<file path="config.mk">
export PLATFORM = sky130hd
export DESIGN_NAME = rvvi_host_cmd_decoder
export DESIGN_NICKNAME = d
export VERILOG_FILES = /design/src/rtl/cvw_pkg.sv /design/src/rtl/rvvi_host_cmd_decoder_matcher.sv /design/src/rtl/rvvi_host_cmd_decoder.sv
export SDC_FILE = /design/constraint.sdc
export NUM_CORES = 1
export LEC_CHECK = 0
export ABC_AREA = 1
export BUFFER_PORTS_ARGS = -buffer_cell sky130_fd_sc_hd__buf_2
export CELL_PAD_IN_SITES_DETAIL_PLACEMENT = 0
export CELL_PAD_IN_SITES_GLOBAL_PLACEMENT = 1
export CORE_AREA = 2 2 240 242
export CTS_BUF_LIST = sky130_fd_sc_hd__clkbuf_8 sky130_fd_sc_hd__clkbuf_16
export DETAILED_ROUTE_END_ITERATION = 8
export DIE_AREA = 0 0 242 244
export GPL_TIMING_DRIVEN = 0
export PLACE_DENSITY = 0.71
export SYNTH_ARGS = -nofsm -noshare
export SYNTH_HDL_FRONTEND = slang
export SYNTH_HIERARCHICAL = 1
export SYNTH_SLANG_ARGS = --single-unit
</file>
<file path="constraint.sdc">
create_clock -name clk -period 5.2 [get_ports clk]
set_input_delay 1.04 -clock clk [delete_from_list [all_inputs] [get_ports clk]]
set_output_delay 1.04 -clock clk [all_outputs]
set_load 0.01 [all_outputs]
</file>
<file path="src/rtl/cvw_pkg.sv">
// Shared tracer package: AXI word width, channel limit and host-command FSM states.
package cvw;

    localparam int RVVI_AXI_WORD    = 32;
    localparam int HOSTCMD_MAX_CMDS = 8;

    typedef enum logic [1:0] {
        IDLE,
        HDR,
        PAY,
        DRAIN
    } hostcmd_state_t;

endpackage

</file>
<file path="src/rtl/rvvi_host_cmd_decoder_matcher.sv">
// Combinational compare of one received beat against header word k of every channel.
// A partially strobed beat never matches; an index past the header never matches.
module hostcmd_matcher
    import cvw::*;
#(
    parameter int NUM_CMDS  = 3,
    parameter int HDR_WORDS = 5,
    parameter int CNT_W     = 3
) (
    input  logic [NUM_CMDS*HDR_WORDS*RVVI_AXI_WORD-1:0] compare_strings_i,
    input  logic [CNT_W-1:0]                            word_idx_i,
    input  logic [RVVI_AXI_WORD-1:0]                    rdata_i,
    input  logic [3:0]                                  rstrb_i,
    output logic [NUM_CMDS-1:0]                         eq_o
);

    // Per-channel equality of the beat with that channel's word k.
    always_comb begin
        // NOTE: every output of a combinational block gets a default first, so no path leaves it unassigned and no latch is inferred.
        eq_o = '0;
        for (int c = 0; c < NUM_CMDS; c++) begin
            if (int'(word_idx_i) < HDR_WORDS) begin
                eq_o[c] = (rstrb_i == 4'hF) &&
                          (rdata_i == compare_strings_i[(c*HDR_WORDS + int'(word_idx_i))*RVVI_AXI_WORD +: RVVI_AXI_WORD]);
            end
        end
    end

endmodule

</file>
<file path="src/rtl/rvvi_host_cmd_decoder.sv">
// Host-command decoder: matches frame headers on the MAC receive stream against
// NUM_CMDS programmable strings, captures the payload of a matching frame and
// commits it to the lowest-index matching channel with a one-cycle hit pulse.
module rvvi_host_cmd_decoder
    import cvw::*;
#(
    parameter int NUM_CMDS      = 3,
    parameter int HDR_WORDS     = 5,
    parameter int PAYLOAD_WORDS = 1,
    parameter logic [NUM_CMDS*PAYLOAD_WORDS*RVVI_AXI_WORD-1:0] MSG_RESET = '0
) (
    input  logic                                            clk,
    input  logic                                            reset,
    input  logic [NUM_CMDS*HDR_WORDS*RVVI_AXI_WORD-1:0]     CompareStrings,
    input  logic [NUM_CMDS-1:0]                             CmdEnable,
    input  logic [RVVI_AXI_WORD-1:0]                        RvviAxiRdata,
    input  logic [3:0]                                      RvviAxiRstrb,
    input  logic                                            RvviAxiRlast,
    input  logic                                            RvviAxiRvalid,
    output logic [NUM_CMDS-1:0]                             CmdHit,
    output logic [NUM_CMDS*PAYLOAD_WORDS*RVVI_AXI_WORD-1:0] CmdMessage,
    output logic                                            BadFrame
);

    localparam int MAX_WORDS = (HDR_WORDS > PAYLOAD_WORDS) ? HDR_WORDS : PAYLOAD_WORDS;
    localparam int CNT_W     = $clog2(MAX_WORDS + 1);
    localparam int SHD_W     = PAYLOAD_WORDS * RVVI_AXI_WORD;
    localparam int MSG_W     = NUM_CMDS * SHD_W;
    localparam logic [CNT_W-1:0] HDR_LAST = CNT_W'(HDR_WORDS - 1);
    localparam logic [CNT_W-1:0] PAY_LAST = CNT_W'(PAYLOAD_WORDS - 1);

    hostcmd_state_t      state_q, state_d;
    logic [CNT_W-1:0]    cnt_q, cnt_d;
    logic [NUM_CMDS-1:0] match_q, match_d;
    logic [SHD_W-1:0]    shadow_q, shadow_d, shadow_wr;
    logic [MSG_W-1:0]    msg_q, msg_d;
    logic [NUM_CMDS-1:0] hit_q, hit_d;
    logic                bad_q, bad_d;

    logic [CNT_W-1:0]    word_idx;
    logic [NUM_CMDS-1:0] eq;
    logic [NUM_CMDS-1:0] match_first;
    logic [NUM_CMDS-1:0] match_next;
    logic [NUM_CMDS-1:0] commit_sel;

    assign word_idx    = (state_q == IDLE) ? '0 : cnt_q;
    assign match_first = CmdEnable & eq;
    assign match_next  = match_q & eq;

    hostcmd_matcher #(
        .NUM_CMDS  (NUM_CMDS),
        .HDR_WORDS (HDR_WORDS),
        .CNT_W     (CNT_W)
    ) u_matcher (
        .compare_strings_i (CompareStrings),
        .word_idx_i        (word_idx),
        .rdata_i           (RvviAxiRdata),
        .rstrb_i           (RvviAxiRstrb),
        .eq_o              (eq)
    );

    // One-hot select of the lowest-index surviving channel (fixed priority).
    always_comb begin
        commit_sel = '0;
        for (int c = NUM_CMDS - 1; c >= 0; c--) begin
            if (match_q[c]) commit_sel = NUM_CMDS'(1) << c;
        end
    end

    // Shadow payload with the current beat written into word cnt_q.
    always_comb begin
        shadow_wr = shadow_q;
        if (int'(cnt_q) < PAYLOAD_WORDS) begin
            shadow_wr[int'(cnt_q)*RVVI_AXI_WORD +: RVVI_AXI_WORD] = RvviAxiRdata;
        end
    end

    // Next-state, counter, match, shadow, commit and pulse logic.
    always_comb begin
        state_d  = state_q;
        cnt_d    = cnt_q;
        match_d  = match_q;
        shadow_d = shadow_q;
        msg_d    = msg_q;
        hit_d    = '0;
        bad_d    = 1'b0;
        if (RvviAxiRvalid) begin
            unique case (state_q)
                IDLE: begin
                    match_d = match_first;
                    if (RvviAxiRlast) begin
                        match_d = '0;
                    end else if (HDR_WORDS == 1) begin
                        state_d = (match_first != '0) ? PAY : DRAIN;
                    end else begin
                        state_d = HDR;
                        cnt_d   = CNT_W'(1);
                    end
                end
                HDR: begin
                    match_d = match_next;
                    if (RvviAxiRlast) begin
                        state_d = IDLE;
                        match_d = '0;
                        cnt_d   = '0;
                    end else if (match_next == '0) begin
                        state_d = DRAIN;
                        cnt_d   = '0;
                    end else if (cnt_q == HDR_LAST) begin
                        state_d = PAY;
                        cnt_d   = '0;
                    end else begin
                        cnt_d = cnt_q + 1'b1;
                    end
                end
                PAY: begin
                    shadow_d = shadow_wr;
                    if (cnt_q == PAY_LAST) begin
                        for (int c = 0; c < NUM_CMDS; c++) begin
                            if (commit_sel[c]) msg_d[c*SHD_W +: SHD_W] = shadow_wr;
                        end
                        hit_d   = commit_sel;
                        state_d = RvviAxiRlast ? IDLE : DRAIN;
                        match_d = '0;
                        cnt_d   = '0;
                    end else if (RvviAxiRlast) begin
                        bad_d   = 1'b1;
                        state_d = IDLE;
                        match_d = '0;
                        cnt_d   = '0;
                    end else begin
                        cnt_d = cnt_q + 1'b1;
                    end
                end
                DRAIN: begin
                    if (RvviAxiRlast) begin
                        state_d = IDLE;
                        cnt_d   = '0;
                    end
                end
                default: begin
                    state_d = IDLE;
                    match_d = '0;
                    cnt_d   = '0;
                end
            endcase
        end
    end

    // Control state, committed messages and registered pulses.
    always_ff @(posedge clk or posedge reset) begin
        // NOTE: sequential state uses non-blocking assignments so every register samples pre-edge values.
        if (reset) begin
            state_q <= IDLE;
            cnt_q   <= '0;
            match_q <= '0;
            msg_q   <= MSG_RESET;
            hit_q   <= '0;
            bad_q   <= 1'b0;
        end else begin
            state_q <= state_d;
            cnt_q   <= cnt_d;
            match_q <= match_d;
            msg_q   <= msg_d;
            hit_q   <= hit_d;
            bad_q   <= bad_d;
        end
    end

    // Payload shadow register.
    always_ff @(posedge clk) begin
        // NOTE: the shadow is pure datapath with no reset; every word is rewritten in a frame before it can be committed.
        shadow_q <= shadow_d;
    end

    assign CmdHit     = hit_q;
    assign CmdMessage = msg_q;
    assign BadFrame   = bad_q;

endmodule

</file>
Word-level counts from Yosys, hierarchy flattened:

Cells that the tools add are included.
W data, S select, Z words.

* register bits after elaboration: 140
* bits of input ports: 523
* output and inout port bits: 100

* reductions and logical operators: 14
* muxes and demuxes: 36
* $lt $le $gt $ge: 2
* shifts and indexed selects: 5
* equality and inequality tests: 12
* bitwise operators: 2
* $add $sub $neg: 4

Operator list (number)
* $shiftx A480 B32 Y32: 2
* $shiftx A480 B9 Y32: 1
* $eq A32 B32 Y1: 3
* $mux W3: 17
* $neg A8 Y33: 1
* $shift A32 B33 Y32 const A: 1
* $shiftx A32 B33 Y32: 1
* $bwmux W32: 1
* $mux W32: 1
* $mux W2: 7
* $pmux W3 S4: 1
* $reduce_and A4 Y1: 3
* $pmux W3 S3: 1
* $reduce_and A3 Y1: 3
* $pmux W2 S4: 1
* $mux W1: 7
* $and A3 B3 Y3: 2
* $logic_not A3 Y1: 2
* $add A4 B3 Y5 const A: 1
* $add A3 B3 Y4 const A: 1
* $eq A2 B2 Y1 const B: 2
* $eq A4 B4 Y1 const B: 1
* $ne A2 B2 Y1 const B: 2
* $ne A4 B4 Y1 const B: 1
* other kinds (10): 12

Logic depth before layout (Yosys ltp):

Gate-level depths: netlist of run 1.

* depth in word-level cells: 12
* mapped depth: 28
* gate-level depth less buffers: 24

Modules after synthesis:

Netlist of run 1, hierarchy kept.

Modules (own cells, without submodules)
* hostcmd_matcher: cells each 2035, instances 1, seq. area each 0.0 sq um, area each 8668.3 sq um
* rvvi_host_cmd_decoder: cells each 699, instances 1, seq. area each 3663.5 sq um, area each 6289.8 sq um

Worst setup path after synthesis of run 1:

No wires, ideal clock.

* path kind: reg-to-reg
* from: register state_q[0]
* to: register state_q[1]
* setup time: 0.123 ns
* cell stages (with the launch flop): 23
* clock period less this slack: 2.842 ns
* data required time: 5.077 ns
* arrival: 2.719 ns
* buffers on the path: 4
* setup slack: 2.358 ns
* path through: dfrtp_1 -> inv_1 -> ha_1 -> clkbuf_1 -> nor2_1 -> buf_2 -> buf_4 -> buf_4 -> o21ai_0 -> o211ai_1 -> nand2_1 -> nand2_1 -> nand3_1 -> nor2_1 -> nand3_1 -> nor2_1 -> nand2_1 -> nand3_1 -> nand2_1 -> nand2_1 -> inv_1 -> nand2_1 -> nand2_1

* cells in the longest elaborated chain, start to end: 12
* elaborated cells between the ends (all ways): 28

RTL lines
* from (decl): RTL line rvvi_host_cmd_decoder.sv:32 `hostcmd_state_t state_q, state_d;`
* from (signal assigned): RTL line rvvi_host_cmd_decoder.sv:161 `state_q <= state_d;`
* $logic_not A2 Y1 *: RTL line rvvi_host_cmd_decoder.sv:46 `assign word_idx = (state_q == IDLE) ? '0 : cnt_q;`
* $mux W3 *: RTL line rvvi_host_cmd_decoder.sv:46
* net word_idx[1]: RTL line rvvi_host_cmd_decoder.sv:40 `logic [CNT_W-1:0] word_idx;`
* $add A3 B3 Y4: RTL line rvvi_host_cmd_decoder_matcher.sv:24 `(rdata_i == compare_strings_i[(c*HDR_WORDS + int'(word_idx_i))*RVVI_AXI_WORD +: RVVI_AXI_WORD]);`
* $shiftx A480 B32 Y32: RTL line rvvi_host_cmd_decoder_matcher.sv:24
* $eq A32 B32 Y1: RTL line rvvi_host_cmd_decoder_matcher.sv:24
* $logic_and A1 B1 Y1: RTL line rvvi_host_cmd_decoder_matcher.sv:23 `eq_o[c] = (rstrb_i == 4'hF) &&`
* $mux W1 *: RTL line rvvi_host_cmd_decoder_matcher.sv:22 `if (int'(word_idx_i) < HDR_WORDS) begin`
* net eq[1]: RTL line rvvi_host_cmd_decoder.sv:41 `logic [NUM_CMDS-1:0] eq;`
* $and A3 B3 Y3 *: RTL line rvvi_host_cmd_decoder.sv:48 `assign match_next = match_q & eq;`
* $logic_not A3 Y1 *: RTL line rvvi_host_cmd_decoder.sv:106 `end else if (match_next == '0) begin`
* $mux W2: RTL line rvvi_host_cmd_decoder.sv:106
* $mux W2: RTL line rvvi_host_cmd_decoder.sv:102 `if (RvviAxiRlast) begin`
* $pmux W2 S4: RTL line rvvi_host_cmd_decoder.sv:88 `unique case (state_q)`

The timed path passes the listed nets; every way through them passes the cells marked *.
A chain may end at the register's enable or synchronous reset.

Final worst setup path of run 1:

* from: register state_q[0]
* to: register state_q[1]

* elaborated cells between the ends (all ways): 28

RTL lines (RTL line)
* $logic_not A2 Y1 *: rvvi_host_cmd_decoder.sv:46
* $mux W3 *: rvvi_host_cmd_decoder.sv:46
* net word_idx[1]: rvvi_host_cmd_decoder.sv:40
* $shiftx A480 B9 Y32: rvvi_host_cmd_decoder_matcher.sv:24
* $eq A32 B32 Y1: rvvi_host_cmd_decoder_matcher.sv:24
* $logic_and A1 B1 Y1: rvvi_host_cmd_decoder_matcher.sv:23
* $mux W1 *: rvvi_host_cmd_decoder_matcher.sv:22
* net eq[0]: rvvi_host_cmd_decoder.sv:41
* $and A3 B3 Y3 *: rvvi_host_cmd_decoder.sv:48
* $logic_not A3 Y1 *: rvvi_host_cmd_decoder.sv:106
* $mux W2: rvvi_host_cmd_decoder.sv:106
* $mux W2: rvvi_host_cmd_decoder.sv:102
* $pmux W2 S4: rvvi_host_cmd_decoder.sv:88

Marked as above.

==> impl_metrics.ini, run 1 <==
[clock_network]
clk_pin_slew_ns = 0.06
cts_tree = built
cts_resized = 0
post_cts_hold_buffer_count = 0
post-cts-setup-buffer-count = 0
h-tree-depth = 4
clk_path_buf_depth = 2
worstSkewPairLatency_ns = 0.42
cts_sinks = 140
cts_root_buf = clkbuf_16
cts_buffers = 17

[timing]
setup_violations = 0
hold_viol = 0
max_freq_ghz = 0.207
hold-worst-slack_ns = 0.474
tightest_slew_ns = 1.27
slew_violations = 0
fin_crit_ns = 4.84
rsz0062_at_grt = no
finalSetupTns_ns = 0
fin_crit_sh = 0.931
slew_headroom = 0.154
clock_skew_ns = 0.0123

[final_layout]
fillers = 6754
area_growth_pct = 31.4
nets = 3907
stdcell_area_um2 = 19700
drive_gt1_frac = 0.248
stdcell_count = 4159

[place]
hpwl_mm = 91.4
routabilityCongestion = 1.03
dpl.cell_count = 4113
place_area_um2 = 19000
io_buffers = 622

[worst_hold_path]
hold_path.class = register to register

[critical_path]
crit_path_top_delay_cell = o21ai_1
critPathMaxFanout = 10
crit_top_cell = nand2_1
cp_cell_sequence = inv_1 > ha_1 > clkbuf_1 > nor2_1 > inv_1 > buf_2 > buf_2 > o21ai_0 > o21ai_1 > nand2_1 > nand2_1 > nand2_1 > nand2_1 > nand2_1 > nor2_1 > nand3_1 > nor2_1 > nand2_1 > nand3_1 > nand2_1 > nand2_1 > inv_1 > nand2_1 > nand2_1
required_ns = 5.50
arrival_ns = 5.14
critPathCaptureType = register
slowest_delay_ns = 0.65
critical_path_class = register to register
start_kind = register

[synthesis]
synth.most_common_cell = nand2_1
async_reset_ff_frac = 0.771
yosys.area.top_type = nand2_1
syn_inst = 2734
synth.net_count = 3265
synth_top_area_frac = 0.314
synth_common_cells = 1252 x nand2_1, 405 x nand3_1, 319 x inv_1
synth-edff-count = 32
ys.warnings.count = 6
syn_area_um2 = 15000
ys_ff_latch = 140
syn_area_per_cell_um2 = 5.47
synth_ff_type = dfrtp_1
synth_cell_type_count = 31
yosys-top-cells-area = nand2_1 31%, dfrtp_1 18%, nand3_1 14%
synth_seq_area_share = 0.245

[floorplanning]
dieHeight_um = 244
die_w_um = 242
io_pins = 623
fp-row-count = 87
initial_core_util = 0.266
fp.dieArea_um2 = 59000
coreArea_um2 = 56200

[run]
max-cap-violations = 0

[grt]
grt_start_max_net_pins = 56
first_global_vias = 21000
grt_use_total = 0.366
grt_overflow_total = 0
grt_pass1_wl_mm = 153
antenna_found_initial = 28

[status]
status = finished clean

[drt]
avgRoutedWirePerCell_um = 26.8
drtAntennaViolNets = 0
drc = 0
first_pass_iters = 6
vias_per_cell = 5.17
detail_route.iter0.violations = 2741
wl_mm = 112
num_vias = 21500

[power]
p_leak_nw = 11.9
peakVddDrop_v = 0.000444
p_per_area_nw_per_um2 = 437
finalPower_mw = 8.58
[final timing paths]
path                       depth (start not counted)  slack, ns                          to                  startpoint
min                                                2       0.47  CmdMessage[27]$_DFFE_PP0P_  CmdMessage[27]$_DFFE_PP0P_
max reg2reg                                       24       0.36      state_q[1]$_DFFE_PP0P_      state_q[0]$_DFFE_PP0P_
min in group asynchronous                          2       0.76         CmdHit[0]$_DFF_PP0_                       reset
max in group asynchronous                          3       3.72          BadFrame$_DFF_PP0_                       reset
max                                               24       0.36      state_q[1]$_DFFE_PP0P_      state_q[0]$_DFFE_PP0P_
min reg2reg                                        2       0.47  CmdMessage[27]$_DFFE_PP0P_  CmdMessage[27]$_DFFE_PP0P_
[worst max-delay path, delay by kind of cell, from the launching register on]
family	cells	cell delay [ns]
buffers and inverters	6	1.32
DFF	1	0.42
AOI/OAI and AO/OA	2	1.13
adders and majority gates	1	0.14
and+or+nand+nor	15	1.71
[cell families (layout without fill, tap and decap cells)]
kind of cell / count (synthesis) / after routing / synth area share
and+or+nand+nor: 1922 / 1922 / 0.540
buffers and inverters: 484 / 1139 / 0.138
AOI/OAI and AO/OA: 174 / 174 / 0.0667
DFF: 140 / 140 / 0.245
adders and majority gates: 8 / 8 / 0.00669
xor gates and xnor gates: 6 / 6 / 0.00351
other: 0 / 14 / 0
[cell usage in the layout (no fill, tap or decap), types with 7 or more instances in the layout]
cell / Yosys / final
inv_2: 9 / 9
buf_4: 15 / 15
nand2_2: 22 / 22
o21ai_1: 20 / 20
a21oi_1: 34 / 34
buf_2: 111 / 733
ha_1: 8 / 8
clkbuf_1: 12 / 12
inv_1: 319 / 319
buf_6: 7 / 7
nand3b_1: 31 / 31
clkbuf_16: 0 / 17
edfxtp_1: 32 / 32
nand3_1: 405 / 405
o21ai_0: 68 / 68
buf_1: 11 / 11
dfrtp_1: 108 / 108
nand2_4: 11 / 11
nand2_1: 1252 / 1252
diode_2: 0 / 14
and2_1: 10 / 10
nor2_1: 177 / 177
o211ai_1: 49 / 49
[flip-flops by register name, summed over array words and instances, names as in the netlist]
name	flops
BadFrame	1
CmdMessage	96
CmdHit	3
state_q	2
shadow_q	32
match_q	3
cnt_q	3
[routing by layer]
metal / vias up / track usage / wire (um)
met4: 16 / 0.250 / 8700
li1: 9794 / - / -
met3: 393 / 0.0844 / 11400
met5: - / 0 / 94
met1: 9886 / 0.471 / 45200
met2: 1406 / 0.543 / 46200
[power breakdown]
group          internal (mW)  switching [mW]
Clock                  0.681           0.509
Sequential              1.17          0.0185
Combinational           1.49            4.71
[metrics by stage]
stage | utilization | setup slack (ns)
after floorplan | - | 1.31
final | 0.350 | 0.360
after global routing | 0.350 | 0.261
after global placement | 0.339 | -0.117
after detailed placement | 0.339 | 0.632
after CTS | 0.349 | 0.594
[layout make-up]
cell class | instances | area (um^2) | area share
Timing Repair Buffer | 623 | 3140 | 0.160
Sequential cell | 140 | 3660 | 0.186
Buffer | 156 | 833 | 0.0424
Antenna cell | 14 | 35.0 | 0.00178
Inverter | 328 | 1230 | 0.0628
Tap cell | 756 | 946 | 0.0481
Multi-Input combinational cell | 2110 | 9230 | 0.470
Clock inverter | 14 | 133 | 0.00675
Clock buffer | 18 | 439 | 0.0223
No activity file was read; power rests on OpenSTA's default activity.
==> run 2: changes to the inputs <==
- CAP_MARGIN: not set -> 20
- clock period: 5.2 -> 4.8 ns (I/O delays scaled with it)
==> impl_metrics.ini, run 2 (same netlist as run 1, synthesis figures left out) <==
[status]
status = finished clean

[power]
finalPower_mw = 9.27
p_per_area_nw_per_um2 = 472
p_leak_nw = 11.9
peakVddDrop_v = 0.000478

[critical_path]
start_kind = register
critPathMaxFanout = 10
reg2reg_depth = 24
critical_path_class = register to register
required_ns = 5.10
r2r-end = state_q[1]$_DFFE_PP0P_
r2r-start = state_q[0]$_DFFE_PP0P_
arrival_ns = 4.99
critPathCaptureType = register
reg2reg_slack_ns = 0.11

[worst_hold_path]
min_from = CmdMessage[60]$_DFFE_PP0P_
hold_end = CmdMessage[60]$_DFFE_PP0P_
min_path_cells = 2
hold_path.class = register to register

[floorplanning]
die_w_um = 242
coreArea_um2 = 56200
initial_core_util = 0.266
fp-row-count = 87
fp.dieArea_um2 = 59000
dieHeight_um = 244
io_pins = 623

[clock_network]
cts_tree = built
cts_sinks = 140
cts_root_buf = clkbuf_16
clk_pin_slew_ns = 0.07
worstSkewPairLatency_ns = 0.41
clk_path_buf_depth = 2
post_cts_hold_buffer_count = 0
cts_resized = 0
h-tree-depth = 4
cts_buffers = 17
post-cts-setup-buffer-count = 0

[grt]
first_global_vias = 21000
grt_pass1_wl_mm = 153
grt_start_max_net_pins = 56
grtUsageMet3 = 0.0866
met2_usage = 0.544
grt_use_total = 0.365
antenna_found_initial = 28
grt_overflow_total = 0
grt_util_met1 = 0.469
top_usage_layer = met2

[final_layout]
largest_register_ffs = 96
area_growth_pct = 31.4
drive_gt1_frac = 0.248
layout_common_cells = 1252 x nand2_1, 733 x buf_2, 405 x nand3_1
nets = 3907
layout_commonest_cell = nand2_1

[place]
routabilityCongestion = 1.03
hpwl_mm = 91.4
io_buffers = 622

[timing]
hold_viol = 0
fin_crit_ns = 4.69
max_freq_ghz = 0.213
tightest_slew_ns = 1.11
rsz0062_at_grt = no
slew_headroom = 0.258
hold-worst-slack_ns = 0.473
setup_violations = 0
fin_crit_sh = 0.977
clock_skew_ns = 0.0129
slew_violations = 0

[drt]
vias_per_cell = 5.18
first_pass_iters = 6
drtAntennaViolNets = 0
num_vias = 21500
wl_mm = 111
avgRoutedWirePerCell_um = 26.8
drc = 0
detail_route.iter0.violations = 2710

[run]
max-cap-violations = 0
run 2: cell count changes in the layout (fill, tap and decap cells not counted):
cell,before,now
clkbuf_1,12,11
clkbuf_2,0,1
o21ai_1,20,19
o21ai_2,0,1
run 2: metrics by stage:
| step | instances | setup TNS, ns | utilization | area, um^2 | setup WS, ns |
|---|---|---|---|---|---|
| floorplan | 2734 | 0 | - | 15000 | 0.994 |
| global placement | 4112 | -45.60 | 0.339 | 19000 | -0.437 |
| detailed placement | 4113 | 0 | 0.339 | 19000 | 0.232 |
| CTS | 4145 | 0 | 0.349 | 19600 | 0.194 |
| global route | 4153 | 0 | 0.350 | 19600 | 0.000720 |
| finish | 4159 | 0 | 0.350 | 19700 | 0.112 |
run 2: power breakdown:
part	internal, mW	switching [mW]	total (mW)	leakage, nW
Clock	0.738	0.549	1.29	0.278
Sequential	1.27	0.0199	1.29	1.79
Combinational	1.62	5.08	6.69	9.86
run 2: worst max-delay path, stage by stage, from the launching register on:
cell and delay (ns):
dfrtp_1 0.43, inv_1 0.10, ha_1 0.14, clkbuf_1 0.36, nor2_1 0.24, inv_1 0.15, buf_2 0.19, buf_2 0.46
o21ai_0 0.48, o21ai_2 0.48, nand2_1 0.15, nand2_1 0.10, nand2_1 0.05, nand2_1 0.12, nand2_1 0.06, nor2_1 0.12
nand3_1 0.09, nor2_1 0.26, nand2_1 0.14, nand3_1 0.12, nand2_1 0.07, nand2_1 0.10, inv_1 0.06, nand2_1 0.05
nand2_1 0.05
run 2: layout make-up:
cell class | count | area, um^2
well taps | 756 | 946
multi-input cells | 2110 | 9230
clock buffers | 18 | 439
clock inverters | 14 | 133
plain buffers | 156 | 835
inverters | 328 | 1230
repair buffers | 623 | 3140
flip-flops and latches | 140 | 3660
diodes | 14 | 35.0
fillers | 6764 | 36500
run 2: worst max-delay path by stage:
stage,slack [ns],from,endpoint
5_1_grt,0.0007,state_q[0]$_DFFE_PP0P_,state_q[1]$_DFFE_PP0P_
4_1_cts,0.19,state_q[0]$_DFFE_PP0P_,state_q[1]$_DFFE_PP0P_
3_3_place_gp,-0.44,reset,cnt_q[0]$_DFFE_PP0P_
3_5_place_dp,0.23,state_q[0]$_DFFE_PP0P_,state_q[1]$_DFFE_PP0P_
2_1_floorplan,0.99,reset,BadFrame$_DFF_PP0_
6_report,0.11,state_q[0]$_DFFE_PP0P_,state_q[1]$_DFFE_PP0P_
run 2: per-layer routing:
| metal | share of wire | up-vias |
|---|---|---|
| met4 | 0.080 | 16 |
| li1 | - | 9789 |
| met2 | 0.41 | 1434 |
| met5 | 0.00084 | - |
| met1 | 0.40 | 9903 |
| met3 | 0.10 | 398 |
